==> src/rtl/lsu_mem_access.sv <==
// lsu_mem_access
// Execute/memory stage behind the load/store decoder. Forms the effective
// address, issues one valid/ready memory request at a time, aligns store data
// and byte enables, and sign/zero-extends returned load data for writeback.
//
// Optional feature macro: LSU_MISALIGN_TRAP_EN
//   When defined, adds output misalign_err; misaligned half/word accesses skip
//   memory and pulse misalign_err one cycle after acceptance.
//
// Ports:
//   clk, rst                 clock, asynchronous active-high reset
//   in_valid / in_ready      decoded op handshake (ready only while idle)
//   is_load, zero_ext,
//   is_nop, size, rd         decoded op fields
//   rs1_val, rs2_val, imm    base, store data, signed 12-bit offset
//   mem_req_*/mem_addr/
//   mem_we/mem_be/mem_wdata  single-outstanding memory request
//   mem_resp_valid/mem_rdata response (one per accepted request)
//   wb_valid/wb_rd/wb_data   load writeback (wb_valid is a one-cycle pulse)
//   timeout_err              one-cycle pulse when a request is abandoned
//   misalign_err             (macro only) one-cycle misalignment trap pulse
//
// State table:
//   IDLE | waiting for a decoded op; in_ready high
//   REQ  | request presented, waiting for mem_req_ready
//   WAIT | request accepted, waiting for mem_resp_valid or timeout

module lsu_mem_access #(
   parameter int unsigned TIMEOUT = 256
) (
   input  logic        clk,
   input  logic        rst,
   input  logic        in_valid,
   output logic        in_ready,
   input  logic        is_load,
   input  logic        zero_ext,
   input  logic        is_nop,
   input  logic [1:0]  size,
   input  logic [4:0]  rd,
   input  logic [31:0] rs1_val,
   input  logic [31:0] rs2_val,
   input  logic [11:0] imm,
   output logic        mem_req_valid,
   input  logic        mem_req_ready,
   output logic [31:0] mem_addr,
   output logic        mem_we,
   output logic [3:0]  mem_be,
   output logic [31:0] mem_wdata,
   input  logic        mem_resp_valid,
   input  logic [31:0] mem_rdata,
   output logic        wb_valid,
   output logic [4:0]  wb_rd,
   output logic [31:0] wb_data,
`ifdef LSU_MISALIGN_TRAP_EN
   output logic        misalign_err,
`endif
   output logic        timeout_err
);

   typedef enum logic [1:0] {
      IDLE = 2'd0,
      REQ  = 2'd1,
      WAIT = 2'd2
   } state_t;

   state_t      state_q, state_d;
   logic [31:0] ea;
   logic [3:0]  new_be;
   logic [31:0] new_wdata;
   logic        misaligned;
   logic        accept;
   logic        capture;
   logic        resp_done;
   logic        tmo_hit;
   logic [31:0] wait_cnt;

   logic        op_load;
   logic        op_zext;
   logic [1:0]  op_size;
   logic [1:0]  op_off;
   logic [4:0]  op_rd;

   logic [31:0] byte_lane;
   logic [31:0] half_lane;
   logic [31:0] load_ext;

   assign ea            = rs1_val + {{20{imm[11]}}, imm};
   assign in_ready      = (state_q == IDLE);
   assign mem_req_valid = (state_q == REQ);
   assign accept        = in_valid && in_ready && !is_nop;

`ifdef LSU_MISALIGN_TRAP_EN
   assign misaligned = ((size == 2'b01) && ea[0]) ||
                       (size[1] && (ea[1:0] != 2'b00));
`else
   assign misaligned = 1'b0;
`endif

   // Comparing against TIMEOUT-1 only matters when the timeout is enabled;
   // the wrapped value for TIMEOUT==0 is masked off.
   assign tmo_hit = (TIMEOUT != 0) && (wait_cnt == TIMEOUT - 1);

   always_comb begin
      new_be    = 4'b1111;
      new_wdata = rs2_val;
      case (size)
         2'b00: begin
            new_be    = 4'b0001 << ea[1:0];
            new_wdata = {4{rs2_val[7:0]}};
         end
         2'b01: begin
            new_be    = ea[1] ? 4'b1100 : 4'b0011;
            new_wdata = {2{rs2_val[15:0]}};
         end
         default: ;
      endcase
   end

   always_comb begin
      state_d     = state_q;
      capture     = 1'b0;
      resp_done   = 1'b0;
      timeout_err = 1'b0;
      case (state_q)
         IDLE: begin
            if (accept && !misaligned) begin
               capture = 1'b1;
               state_d = REQ;
            end
         end
         REQ: begin
            if (mem_req_ready) state_d = WAIT;
         end
         WAIT: begin
            // A response arriving in the final allowed cycle still wins.
            if (mem_resp_valid) begin
               resp_done = 1'b1;
               state_d   = IDLE;
            end else if (tmo_hit) begin
               timeout_err = 1'b1;
               state_d     = IDLE;
            end
         end
         default: state_d = IDLE;
      endcase
   end

   always_comb begin
      byte_lane = mem_rdata >> {op_off, 3'b000};
      half_lane = mem_rdata >> {op_off[1], 4'b0000};
      case (op_size)
         2'b00:   load_ext = op_zext ? {24'd0, byte_lane[7:0]}
                                     : {{24{byte_lane[7]}}, byte_lane[7:0]};
         2'b01:   load_ext = op_zext ? {16'd0, half_lane[15:0]}
                                     : {{16{half_lane[15]}}, half_lane[15:0]};
         default: load_ext = mem_rdata;
      endcase
   end

   always_ff @(posedge clk or posedge rst) begin
      if (rst) begin
         state_q   <= IDLE;
         op_load   <= 1'b0;
         op_zext   <= 1'b0;
         op_size   <= 2'b00;
         op_off    <= 2'b00;
         op_rd     <= 5'd0;
         mem_addr  <= 32'd0;
         mem_we    <= 1'b0;
         mem_be    <= 4'd0;
         mem_wdata <= 32'd0;
         wait_cnt  <= 32'd0;
         wb_valid  <= 1'b0;
         wb_rd     <= 5'd0;
         wb_data   <= 32'd0;
      end else begin
         state_q  <= state_d;
         wb_valid <= 1'b0;
         if (capture) begin
            op_load   <= is_load;
            op_zext   <= zero_ext;
            op_size   <= size;
            op_off    <= ea[1:0];
            op_rd     <= rd;
            mem_addr  <= {ea[31:2], 2'b00};
            mem_we    <= !is_load;
            mem_be    <= new_be;
            mem_wdata <= new_wdata;
         end
         if ((state_q == REQ) && mem_req_ready) begin
            wait_cnt <= 32'd0;
         end else if (state_q == WAIT) begin
            wait_cnt <= wait_cnt + 32'd1;
         end
         if (resp_done && op_load && (op_rd != 5'd0)) begin
            wb_valid <= 1'b1;
            wb_rd    <= op_rd;
            wb_data  <= load_ext;
         end
      end
   end

`ifdef LSU_MISALIGN_TRAP_EN
   always_ff @(posedge clk or posedge rst) begin
      if (rst) begin
         misalign_err <= 1'b0;
      end else begin
         misalign_err <= accept && misaligned;
      end
   end
`endif

endmodule

==> config.mk <==
export PLATFORM = sky130hd
export DESIGN_NAME = lsu_mem_access
export DESIGN_NICKNAME = d
export VERILOG_FILES = /design/src/rtl/lsu_mem_access.sv
export SDC_FILE = /design/constraint.sdc
export NUM_CORES = 1
export LEC_CHECK = 0
export ABC_AREA = 1
export ABC_CLOCK_PERIOD_IN_PS = 4500
export CAP_MARGIN = 30
export CORE_MARGIN = 3
export CORE_UTILIZATION = 40
export CTS_CLUSTER_DIAMETER = 60
export CTS_CLUSTER_SIZE = 24
export DETAILED_ROUTE_END_ITERATION = 7
export PLACE_DENSITY = 0.69
export SLEW_MARGIN = 20
export SYNTH_ARGS = -nofsm -noshare
export SYNTH_HDL_FRONTEND = slang
export SYNTH_SLANG_ARGS = --single-unit
==> constraint.sdc <==
create_clock -name clk -period 4.5 [get_ports clk]
set_clock_uncertainty 0.15 [all_clocks]
set_input_delay 0.45 -clock clk [delete_from_list [all_inputs] [get_ports clk]]
set_output_delay 0.45 -clock clk [all_outputs]
set_load 0.05 [all_outputs]
# Yosys cells after proc, flatten, opt, wreduce, memory -nomap -nowiden
# Index checks and enable logic that the tools add are counted.
# totals
regBits	150
input_bits	123
output_inout_bits	110
wordCells	61
# classes
addsub	2
n_eq_ne	8
shift	3
mux	21
reduce_logical	13
# op_table
cell	n
$mux 32	4
$pmux 32 s2	2
$add 32x1->32 const B	1
$add 32x32->32	1
$eq 32x8->1 const B	1
$shr 32x5->16	1
$shr 32x5->8	1
$mux 1	8
$mux 2	4
$pmux 4 s2	1
$eq 2x1->1 const B	3
$logic_not 2->1	3
$pmux 2 s3	1
$logic_and 1x1->1	5
$reduce_bool 5->1	1
$mux 4	1
$ne 2x1->1 const B	2
$shl 1x2->4 const A	1
$ne 3x3->1 const B	1
$reduce_and 3->1	1
$eq 2x2->1 const B	1
$logic_not 1->1	2
$reduce_bool 2->1	1

# Depth between registers and ports, before layout
# depth
word_depth	5
ltp_mapped	14
ltp_nobuf	14

# Least setup slack after synthesis
# Ideal clock, no wire load.
# synth_timing
path_type	reg2out
startpoint	reg wait_cnt[0]
endpoint	out timeout_err
t_arrival_ps	2026
required_time_ps	3900
path_slack_ps	1874
path_stages_with_launch	6
path_buffers	0
cell_sequence	dfrtp_1 -> ha_1 -> nand3_4 -> nor3_1 -> nand4_1 -> nor3_1
# synth_via
elab_chain_len	4
# synth_rtl
element	line_no	rtl
start, declared	75	logic [31:0] wait_cnt;
start signal, assigned	193	wait_cnt <= wait_cnt + 32'd1;
$eq 32x8->1	101	assign tmo_hit = (TIMEOUT != 0) && (wait_cnt == TIMEOUT - 1);
$mux 1	139	end else if (tmo_hit) begin
$mux 1	136	if (mem_resp_valid) begin
$mux 1	124	case (state_q)
end, declared	57	output logic timeout_err
# No other way between the ends.

# Worst setup path in the final report
# layout_timing
startpoint	reg wait_cnt[21]
endpoint	out timeout_err
# The elaborated chain is that of the path after synthesis.

==> impl_metrics.json <==
{
  "hold_depth": 2,
  "wl_per_cell_um": 15.4,
  "ff2ff_path_depth": 5,
  "fmax_mhz": 309,
  "drc": 0,
  "relSlewSlack": 0.431,
  "crit_slowest_cell": "clkdlybuf4s50_1",
  "cts_buffer_depth": 2,
  "post-cts-setup-buffers": 0,
  "synth_edf_count": 0,
  "cp.arrival_ps": 2640,
  "setup_tns_ps": 0,
  "crit_cells": 6,
  "seq_power_share": 0.294,
  "hp-start": "mem_addr[23]$_DFFE_PP0P_",
  "ctsHoldBuffers": 0,
  "irDropWorstVdd_v": 0.000324,
  "syn_area_mm2": 0.00955,
  "drive_gt1_frac": 0.0448,
  "antenna_found_initial": 0,
  "drt-pass1-iter-count": 5,
  "cts_tree": "done",
  "htree_levels": 4,
  "start_kind": "flop",
  "grt_pass1_wl_um": 47800,
  "yosys_warnings": 0,
  "fin_crit_sh": 0.720,
  "r2r_start": "op_off[1]$_DFFE_PP0P_",
  "fill_cells": 2274,
  "holdPathEnd": "mem_addr[23]$_DFFE_PP0P_",
  "clock_power_share": 0.198,
  "p_leak_nw": 6.31,
  "synth_cell_type_count": 50,
  "die_h_um": 160,
  "avgViaCountPerCell": 4.96,
  "start_util": 0.414,
  "drv_slew": 0,
  "worst_pin_slew_ps": 854,
  "clkSlewWorstSetupHoldPaths_ps": 70,
  "placed_area_mm2": 0.0121,
  "intPower_mw": 3.71,
  "fin_cells": 1920,
  "crit_buf_inv": 2,
  "power_frac_comb": 0.508,
  "synth_ff_type": "dfrtp_1",
  "layout.cells.most_common": "nand2_1",
  "status": "finished clean",
  "rrSetupSlack_ps": 2090,
  "cp.required_ps": 3900,
  "syn_inst": 1379,
  "final_antenna_net_count": 0,
  "rr_endpoint": "wb_data[26]$_DFFE_PP0P_",
  "worstSetupEndpointType": "output port",
  "grt_pass1_vias": 9165,
  "overflow": 0,
  "insertion_delay_ps": 420,
  "max_stage_delay_ps": 830,
  "cp_max_fo": 5,
  "syn2layout_area_growth_pct": 33.1,
  "holdCritPathClass": "reg -> reg",
  "cap_violations": 0,
  "place_hpwl_um": 22300,
  "rsz0062_at_grt": "no",
  "die_area_mm2": 0.0258,
  "layout_min_cycle_time_ps": 3240,
  "io_pins": 233,
  "antenna_cells": 0,
  "cts_made_buffers": 17,
  "crit_type": "reg -> out",
  "place_congestion": 0.954,
  "final_cell_mix": "nand2_1, clkdlybuf4s50_1, inv_1",
  "design_area_mm2": 0.0127,
  "rows": 55,
  "wirelength_um": 29600,
  "core_area_mm2": 0.0231,
  "ys_seq_area_frac": 0.393,
  "power_density_mw_per_mm2": 556,
  "syn_area_per_cell_um2": 6.92,
  "drtIter0Drc": 809,
  "setup_viol_count_final": 0,
  "vias": 9523,
  "async_reset_ff_frac": 1.00,
  "cts-root-buf": "clkbuf_16",
  "p_sw_mw": 3.35,
  "grt.total_usage": 0.228,
  "dp.cells": 1888,
  "worst_path_dominant_cell_family": "buffers and inverters",
  "fin_nets": 1751,
  "placement.io_buffers": 230,
  "switching_share": 0.474,
  "synth_seq_cells": 150,
  "hold_violations": 0,
  "cts_sinks": 150,
  "post_cts_resized": 0,
  "die_w_um": 160,
  "grt_max_degree": 151,
  "crit_chain": "inv_1 -> nand2_1 -> nor4_1 -> nand4_1 -> nor3_1 -> clkdlybuf4s50_1",
  "power_mw": 7.06
}
[sequential cells by signal, summed over array words and instances (netlist names), 2 cells and up]
name and cells:
op_rd 5, state_q 2, mem_be 4, op_size 2
mem_addr 30, op_off 2, wait_cnt 32, wb_rd 5
wb_data 32, mem_wdata 32
[cells in the mapped netlist, types with 2 or more instances]
library cell	instances	area share
nand2_1	455	0.18
nand4_1	17	0.011
nor3_4	2	0.0034
nand3_4	2	0.0037
buf_2	15	0.0079
nor2_4	3	0.0035
inv_1	198	0.078
ha_1	32	0.042
nand2_4	2	0.0024
o21bai_1	4	0.0031
nor3_2	4	0.0042
nand2_2	4	0.0026
a21boi_0	2	0.0016
dfrtp_1	150	0.39
a21oi_1	97	0.051
o21ai_1	16	0.0084
o21ai_0	80	0.042
nor2_2	5	0.0033
o21ai_2	2	0.0018
a211oi_1	4	0.0031
xnor2_1	14	0.013
nand3_1	74	0.039
buf_4	3	0.0024
nand3b_1	4	0.0031
nor3_1	25	0.013
a22o_1	7	0.0064
inv_2	5	0.0020
a221oi_1	7	0.0064
clkbuf_1	21	0.0083
o22ai_1	6	0.0039
nor2_1	100	0.039
[cell type report]
| type | instances | area [um2] | area share |
|---|---|---|---|
| clock buffer | 17 | 425 | 0.0335 |
| clock inverter | 14 | 144 | 0.0113 |
| tap | 313 | 392 | 0.0308 |
| timing repair buffer | 235 | 2360 | 0.186 |
| inverter | 203 | 766 | 0.0602 |
| multi-input combinational | 988 | 4860 | 0.383 |
| sequential | 150 | 3750 | 0.295 |
[cells by family (layout without fill, tap and decap cells)]
kind of cell	after synthesis	after routing	synth area share
other	1	2	0.000393
DFF	150	150	0.393
buffers and inverters	242	469	0.0983
adders and majority gates	33	33	0.0440
xor gates and xnor gates	15	15	0.0138
muxes	1	1	0.00105
and+or+nand+nor	702	702	0.313
AOI/OAI and AO/OA	235	235	0.136
[worst max-delay path by stage]
stage / startpoint / endpoint / slack (ps)
after global placement: imm[11] / mem_addr[20]$_DFFE_PP0P_ / 1320
after detailed placement: imm[11] / mem_addr[29]$_DFFE_PP0P_ / 1300
after CTS: wait_cnt[21]$_DFFE_PP0P_ / timeout_err / 1230
final: wait_cnt[21]$_DFFE_PP0P_ / timeout_err / 1260
after global routing: wait_cnt[21]$_DFFE_PP0P_ / timeout_err / 1140
after floorplan: wait_cnt[0]$_DFFE_PP0P_ / timeout_err / 1870
[power by group through the flow]
| stage | registers (mW) | clock network, mW | logic (mW) |
|---|---|---|---|
| final | 2.08 | 1.40 | 3.58 |
| after global routing | 2.13 | 1.49 | 3.81 |
| after CTS | 2.08 | 1.43 | 3.60 |
| after detailed placement | 2.09 | 0 | 3.59 |
| after global placement | 2.08 | 0 | 3.57 |
| after floorplan | 3.42 | 0 | 0.965 |
[worst register-to-register path: stages, from the launching register on]
cell and delay (ps):
dfrtp_1 660, inv_2 270, a21boi_2 270, o21ai_2 100, a21oi_2 650, a21oi_1 150
[per-layer routing]
metal  track usage  routed length (um)  vias up
met1         0.309               13600     4367
met3        0.0423                1680       34
li1              -                   -     4842
met2         0.379               13800      280
met4        0.0580                 548        0
met5             0                   0        -
[metrics by stage]
stage | util | setup slack [ps] | hold slack, ps
6_report | 0.551 | 1260 | 333
5_1_grt | 0.551 | 1140 | 357
4_1_cts | 0.550 | 1230 | 340
3_5_place_dp | 0.526 | 1300 | 318
3_3_place_gp | 0.526 | 1320 | 316
2_1_floorplan | - | 1870 | 322
No activity file was read; power rests on OpenSTA's default activity.
